===== config.mk =====
export PLATFORM = sky130hd
export DESIGN_NAME = byte_serial_tx_flat
export DESIGN_NICKNAME = d
export VERILOG_FILES = /design/src/rtl/byte_serial_pkg.sv /design/src/rtl/byte_serial_tx_if.sv /design/src/rtl/bit_timer.sv /design/src/rtl/byte_serial_tx.sv /design/src/flat_wrapper.sv
export SDC_FILE = /design/constraint.sdc
export NUM_CORES = 1
export LEC_CHECK = 0
export ABC_AREA = 1
export CORE_MARGIN = 8
export CORE_UTILIZATION = 52
export CTS_BUF_LIST = sky130_fd_sc_hd__clkbuf_8 sky130_fd_sc_hd__clkbuf_16
export DETAILED_ROUTE_END_ITERATION = 12
export PLACE_DENSITY = 0.75
export RECOVER_POWER = 25
export SYNTH_ARGS = -nofsm -noshare
export SYNTH_HDL_FRONTEND = slang
export SYNTH_SLANG_ARGS = --single-unit

===== constraint.sdc =====
create_clock -name clk -period 1.92 [get_ports clk]
set_input_delay 0.48 -clock clk [delete_from_list [all_inputs] [get_ports clk]]
set_output_delay 0.48 -clock clk [all_outputs]
set_load 0.03 [all_outputs]

===== src/rtl/byte_serial_pkg.sv =====
// Shared types and constants for the byte-serial transmitter.
package byte_serial_pkg;

    typedef enum logic [2:0] {IDLE, START, DATA, PARITY, STOP} state_t;

    localparam logic LINE_IDLE = 1'b1;
    localparam logic START_BIT = 1'b0;

    // Counter width for a modulus, never narrower than one bit.
    function automatic int timer_w(input int modulus);
        int w;
        w = $clog2(modulus);
        return (w < 1) ? 1 : w;
    endfunction

endpackage


===== src/rtl/byte_serial_tx_if.sv =====
// Valid/ready word intake between the upstream shift register and the transmitter.
interface byte_serial_tx_if #(parameter int DATA_WIDTH = 8);
    logic [DATA_WIDTH-1:0] in_data;
    logic                  in_valid;
    logic                  in_ready;

    modport master (output in_data, in_valid, input in_ready);
    modport slave  (input in_data, in_valid, output in_ready);
endinterface


===== src/rtl/bit_timer.sv =====
// Per-bit down-counter: reloads on clear or terminal count, holds while disabled.
module bit_timer
    import byte_serial_pkg::*;
#(
    parameter int CLKS_PER_BIT = 4
) (
    input  logic clk,
    input  logic rst,
    input  logic en,
    input  logic clr,
    output logic tc,
    output logic tc_next
);
    localparam int            W    = timer_w(CLKS_PER_BIT);
    localparam logic [W-1:0]  LOAD = W'(CLKS_PER_BIT - 1);
    localparam logic [W-1:0]  ONE  = W'(1);

    logic [W-1:0] cnt;

    always_ff @(posedge clk) begin
        if (rst)
            cnt <= '0;
        else if (en)
            cnt <= (clr || tc) ? LOAD : cnt - ONE;
    end

    assign tc = (cnt == '0);
    // Next enabled cycle will be terminal: lets the owner register a pulse for it.
    assign tc_next = (CLKS_PER_BIT == 1) ? 1'b1 : (!clr && cnt == ONE);

endmodule


===== src/rtl/byte_serial_tx.sv =====
// Async serial framer: start, DATA_WIDTH data bits, optional even parity, stop.
// Parity is built only when BYTE_SERIAL_TX_PARITY_EN is defined.
module byte_serial_tx
    import byte_serial_pkg::*;
#(
    parameter int DATA_WIDTH   = 8,
    parameter int CLKS_PER_BIT = 4,
    parameter int LSB_FIRST    = 1
) (
    input  logic              clk,
    input  logic              rst,
    input  logic              enable,
    byte_serial_tx_if.slave   up,
    output logic              tx_out,
    output logic              busy,
    output logic              frame_done
);
    localparam int            IW       = timer_w(DATA_WIDTH);
    localparam logic [IW-1:0] IDX_LAST = IW'(DATA_WIDTH - 1);

    state_t                state;
    logic [DATA_WIDTH-1:0] hold;
    logic [IW-1:0]         idx;
    logic                  done_q;
    logic                  tc;
    logic                  tc_next;

    function automatic logic pick(input logic [DATA_WIDTH-1:0] w, input logic [IW-1:0] i);
        return (LSB_FIRST != 0) ? w[i] : w[IDX_LAST - i];
    endfunction

    bit_timer #(.CLKS_PER_BIT(CLKS_PER_BIT)) u_timer (
        .clk     (clk),
        .rst     (rst),
        .en      (enable),
        .clr     (state == IDLE),
        .tc      (tc),
        .tc_next (tc_next)
    );

    assign up.in_ready = (state == IDLE) && enable;
    // done_q marks the stop bit's terminal cycle and survives stalls; it only shows while enabled.
    assign frame_done  = done_q && enable;

    always_ff @(posedge clk) begin
        if (rst) begin
            state  <= IDLE;
            idx    <= '0;
            hold   <= '0;
            tx_out <= LINE_IDLE;
            busy   <= 1'b0;
            done_q <= 1'b0;
        end else if (enable) begin
            done_q <= 1'b0;
            unique case (state)
                IDLE: if (up.in_valid) begin
                    hold   <= up.in_data;
                    state  <= START;
                    tx_out <= START_BIT;
                    busy   <= 1'b1;
                end
                START: if (tc) begin
                    state  <= DATA;
                    idx    <= '0;
                    tx_out <= pick(hold, '0);
                end
                DATA: if (tc) begin
                    if (idx == IDX_LAST) begin
`ifdef BYTE_SERIAL_TX_PARITY_EN
                        state  <= PARITY;
                        tx_out <= ^hold;
`else
                        state  <= STOP;
                        tx_out <= LINE_IDLE;
                        done_q <= tc_next;
`endif
                    end else begin
                        idx    <= idx + 1'b1;
                        tx_out <= pick(hold, idx + 1'b1);
                    end
                end
`ifdef BYTE_SERIAL_TX_PARITY_EN
                PARITY: if (tc) begin
                    state  <= STOP;
                    tx_out <= LINE_IDLE;
                    done_q <= tc_next;
                end
`endif
                STOP: if (tc) begin
                    state <= IDLE;
                    busy  <= 1'b0;
                end else begin
                    done_q <= tc_next;
                end
                default: state <= IDLE;
            endcase
        end
    end

endmodule


===== src/flat_wrapper.sv =====
// flat-port wrapper written by rule: the top's interface ports become plain ports
module byte_serial_tx_flat import byte_serial_pkg::*;
#(
    parameter int DATA_WIDTH   = 8,
    parameter int CLKS_PER_BIT = 4,
    parameter int LSB_FIRST    = 1
)
  (clk, rst, enable, tx_out, busy, frame_done, up_in_data, up_in_valid, up_in_ready);
  byte_serial_tx_if #(.DATA_WIDTH(DATA_WIDTH)) up_i ();
  input  logic clk;
  input  logic rst;
  input  logic enable;
  output logic tx_out;
  output logic busy;
  output logic frame_done;
  input wire logic [$bits(up_i.in_data)-1:0] up_in_data;
  input wire logic [$bits(up_i.in_valid)-1:0] up_in_valid;
  output wire logic [$bits(up_i.in_ready)-1:0] up_in_ready;
  assign up_i.in_data = up_in_data;
  assign up_i.in_valid = up_in_valid;
  assign up_in_ready = up_i.in_ready;
  byte_serial_tx #(.DATA_WIDTH(DATA_WIDTH), .CLKS_PER_BIT(CLKS_PER_BIT), .LSB_FIRST(LSB_FIRST)) u_core (.clk(clk), .rst(rst), .enable(enable), .up(up_i), .tx_out(tx_out), .busy(busy), .frame_done(frame_done));
endmodule

# --- Word level (Yosys, flattened, before mapping) ---
# Cells that the tools add are included.
op_classes:
  n_reduce_logical: 15
  addsub: 2
  order_cmp: 1
  mux: 24
  n_eq_ne: 11
ops:
  columns: ["operator", "count"]
  rows:
  - ["2-to-1 mux 3 bit", 7]
  - ["case mux 3 bit (4 select lines)", 1]
  - ["2-to-1 mux 1 bit", 10]
  - ["!= test 2 bit (second input constant)", 5]
  - ["AND reduction 5 bit", 2]
  - ["== test 3 bit (second input constant)", 2]
  - ["case mux 3 bit (2 select lines)", 1]
  - ["AND reduction 6 bit", 1]
  - ["< comparator 3 x 4 -> 1 bit (second input constant)", 1]
  - ["case mux 1 bit (2 select lines)", 2]
  - ["AND reduction 4 bit", 1]
  - ["nonzero test 2 bit", 2]
  - ["adder 3 x 1 -> 3 bit (second input constant)", 1]
  - ["binary-select mux 1 bit (select 3 bit)", 1]
  - ["== test 3 x 1 -> 1 bit (second input constant)", 1]
  - ["== test 3 x 2 -> 1 bit (second input constant)", 1]
  - ["logical AND 1 bit", 3]
  - ["logical NOT 3 bit", 1]
  - ["case mux 1 bit (3 select lines)", 1]
  - ["AND reduction 3 bit", 1]
  - ["nonzero test 3 bit", 1]
  - ["== test 2 x 1 -> 1 bit (second input constant)", 1]
  - ["logical NOT 2 bit", 1]
  - ["2-to-1 mux 2 bit", 1]
  - ["other kinds (4)", 4]
word_totals:
  regBits: 19
  out_inout_bits: 4
  in_bits: 12
  wordCells: 60

# --- Logic depth before layout (Yosys ltp) ---
depth:
  ltp_word: 6
  mapped_depth: 10
  ltp_nobuf: 10

# --- Modules after synthesis ---
# A second synthesis with hierarchy kept.
hier_totals:
  hier_cells: 152
  area_unflattened_um2: 1037.2
by_module_without_submodules:
  columns: ["mod", "n_inst", "area_per_inst_um2", "seq_area_each_um2", "cells_per_inst"]
  rows:
  - ["byte_serial_tx", 1, 909.6, 340.3, 132]
  - ["bit_timer", 1, 127.6, 40.0, 20]

# --- Worst setup path after synthesis ---
# No wires, ideal clock.
synth_timing:
  kind: "input-to-output"
  from: "input enable"
  to: "output up_in_ready"
  stages: 3
  n_path_buf: 1
  path_slack_ns: 0.468
  arrival_time_ns: 0.972
  required_time_ns: 1.440
  cell_sequence: "clkbuf_2 > inv_1 > nor2_8"
synth_between:
  elab_chain_cells: 1
synth_rtl:
  columns: ["item", "line", "source"]
  rows:
  - ["start: declaration", "flat_wrapper.sv:12", "input logic enable;"]
  - ["logical AND 1 bit", "byte_serial_tx.sv:41", "assign up.in_ready = (state == IDLE) && enable;"]
  - ["end: declaration", "flat_wrapper.sv:18", "output wire logic [$bits(up_i.in_ready)-1:0] up_in_ready;"]
# No other way between the ends.

# --- Worst setup path in the final report ---
# Same ends and word-level chain as after synthesis.

==> impl_results.md <==
- Status: completed
- Crit Path Max Fanout: 2
- DR WL/cell: approximately 11 um
- Worst EP required: 1.44 ns
- Post-synthesis adder-cell area fraction: 4.81%
- DRC: 0
- Initial antenna violation count: 0
- DRT iter0 DRCs: 23
- Ys Warns: 0
- Tmin final: 1.85 ns
- Synth cell count leaders: 38 x nand2_1, 23 x inv_1, 20 x nand3_1
- Most common cell in the netlist: nand2_1
- CP arrival: between 1 and 1.5 ns
- Final setup fails: 0
- Die Span X: 60.7 um
- H-tree depth: 1
- Netlist cell types: 20
- First-pass GRT wire length: 3900 um
- CTS buffer count: 3
- Combinational cell fraction of total power: 23.8%
- Mux contribution to synthesized area: 0%
- Placed cell count: around 200
- Clock sinks: 19
- IO Pins: 16
- Startpoint types: input pin
- Setup TNS: 0 ns
- Slew Limit Fails: 0
- Clk pwr share: 28.9%
- CTS Hold Bufs: 0
- Leading post-synthesis cells by cell area: dfxtp_1 37%, nand2_1 14%, nand3_1 9.6%
- Postcts setup bufs: 0
- Starting Density: 54.2%
- Slew @ Worst Pin: just over 0.4 ns
- Power Total: 0.000925 W
- CTS tree: built
- IO buf count: 15
- CTS clk-pin slew, worst paths: around 0.070 ns
- Fill cell count: 188
- Yosys reg bits: 19
- Drt pass-1 iters: 4
- Share of cells above drive strength 1: 11.0%
- Sw Pwr: 0.000275 W
- Fmax: between 500 and 600 MHz
- Routability Congestion: 0.817
- Ys async rst share: 0%
- Post-synth top area cell: dfxtp_1
- Largest net degree at the start of global routing: 15
- Relative slew slack: 72.5%
- P per Cell Area: 731 nW/um2
- Total core area: 1920 um2
- Largest family of logic cells by synthesized area: simple AND/OR/NAND/NOR gates
- N_diodes: 0
- Final hold vios: 0
- Setup WS post-layout: 0.0689 ns
- Fin cells: 199
- Cell-internal power: 0.000650 W
- Vias in the first global route: about 900
- Crit path capture type: output pin
- Seq/Total Area, Yosys: 36.5%
- Post-synthesis xor/xnor area fraction: 0%
- Main synth FF type: dfxtp_1
- Clk_lat worst skew: 0.25 ns
- Routed wire length: 2210 um
- Cell Area, Synth: 1040 um2
- Net count after synthesis: between 150 and 200
- Vias: 984
- Worst VDD drop: 0.586 mV
- Pre-CTS WS: 0.0654 ns
- Setup CP Type: input pin to output pin
- Die area: 3690 um2
- Chip height: about 61 um
- Compound-cell area share of the yosys netlist: between 10 and 15%
- Sequential power share: 47.3%
- Leak pwr: around 0.58 nW
- Period utilization: 96.4%
- Post-Syn Area per Cell: 6.85 um2
- Total gr overflow: 0
- Synth Area in Simple Gates: between 30 and 40%
- RSZ-0062 raised after global routing: false
- Post-synth top area share: 36.5%
- Max Cap Violations: 0
- R2R setup slack: 0.23 ns
- Clock root cell: clkbuf_8
- Std-Cell Rows: 16
- Area growth syn-to-layout: 21.6%
- CTS Buffer Depth: 2
- Worst clock skew: 0.00298 ns
- Synthesized instance count: 152
- Nets: 189
- Post-DP HPWL: 1730 um
- Post-synth EDFFs: 0
- Sw Share: 29.8%
- Total GRT Usage: 13.5%
- Routed Antenna Nets: 0
- Post-CTS resize count: 0
- Type of the worst min-delay path: flop to flop
- DR vias/cell: just under 5
stage by stage:
stage	utilization, %	hold WS, ns	cell area (um2)
after CTS	66.7	0.465	1280
after detailed placement	64.3	0.454	1240
after global routing	65.9	0.483	1270
after floorplan	-	0.441	1040
final	65.9	0.465	1270
after global placement	64.3	0.453	1240
sequential cells by signal, summed over array words and instances, names as in the netlist:
register            cells
u_core.busy             1
u_core.done_q           1
u_core.hold             8
u_core.idx              3
u_core.state            3
u_core.tx_out           1
u_core.u_timer.cnt      2
layout by cell type (no fill, tap or decap), drive strengths merged, types with 4 or more instances in the layout:
cell	synthesis	final
nand3	20	20
nor2	11	11
clkbuf	3	4
a21oi	17	17
nand2	43	43
buf	0	5
inv	25	26
dfxtp	19	19
o21ai	7	7
ha	4	4
clkdlybuf4s50	0	13
layout make-up:
class                      count  area (um2)  share of cell area, %
tap                           27        33.8                   2.67
timing repair buffer          19         171                   13.5
clock inverter                 1        3.75                  0.296
multi-input combinational    105         542                   42.8
sequential                    19         380                   30.0
clock buffer                   3        41.3                   3.26
inverter                      25        93.8                   7.41
power by group through the flow:
stage / clock network (W) / logic [W] / registers [W]
final: 0.000267 / 0.000221 / 0.000437
after global routing: 0.000282 / 0.000249 / 0.000440
after CTS: 0.000276 / 0.000227 / 0.000437
after detailed placement: 0 / 0.000226 / 0.000446
after global placement: 0 / 0.000222 / 0.000445
after floorplan: 0 / 0.000145 / 0.000450
layer usage:
metal	vias to the layer above	wire [um]	track usage, %
met1	430	1100	17.3
met2	19	989	21.9
li1	531	-	-
met3	4	94	3.18
met4	0	26	3.99
met5	-	0	0
final timing paths:
| kind | startpoint | to | cells after the start |
|---|---|---|---|
| hold / removal | u_core.hold[1]$_SDFFE_PP0P_ | u_core.hold[1]$_SDFFE_PP0P_ | 2 |
| setup / recovery | enable | up_in_ready | 4 |
| hold reg to reg | u_core.hold[1]$_SDFFE_PP0P_ | u_core.hold[1]$_SDFFE_PP0P_ | 2 |
| setup reg to reg | u_core.idx[0]$_SDFFE_PP0P_ | u_core.idx[1]$_SDFFE_PP0P_ | 8 |
kinds of logic after synthesis:
logic type | Yosys count
adders and majority gates | 4
and+or+nand+nor | 75
DFF | 19
AOI/OAI and AO/OA | 26
buffers and inverters | 28
critical path, stage by stage:
cell and delay, ns:
clkdlybuf4s50_1 0.49, inv_1 0.11, nor2_8 0.13, buf_4 0.16
(Power assumes the default switching activity.)
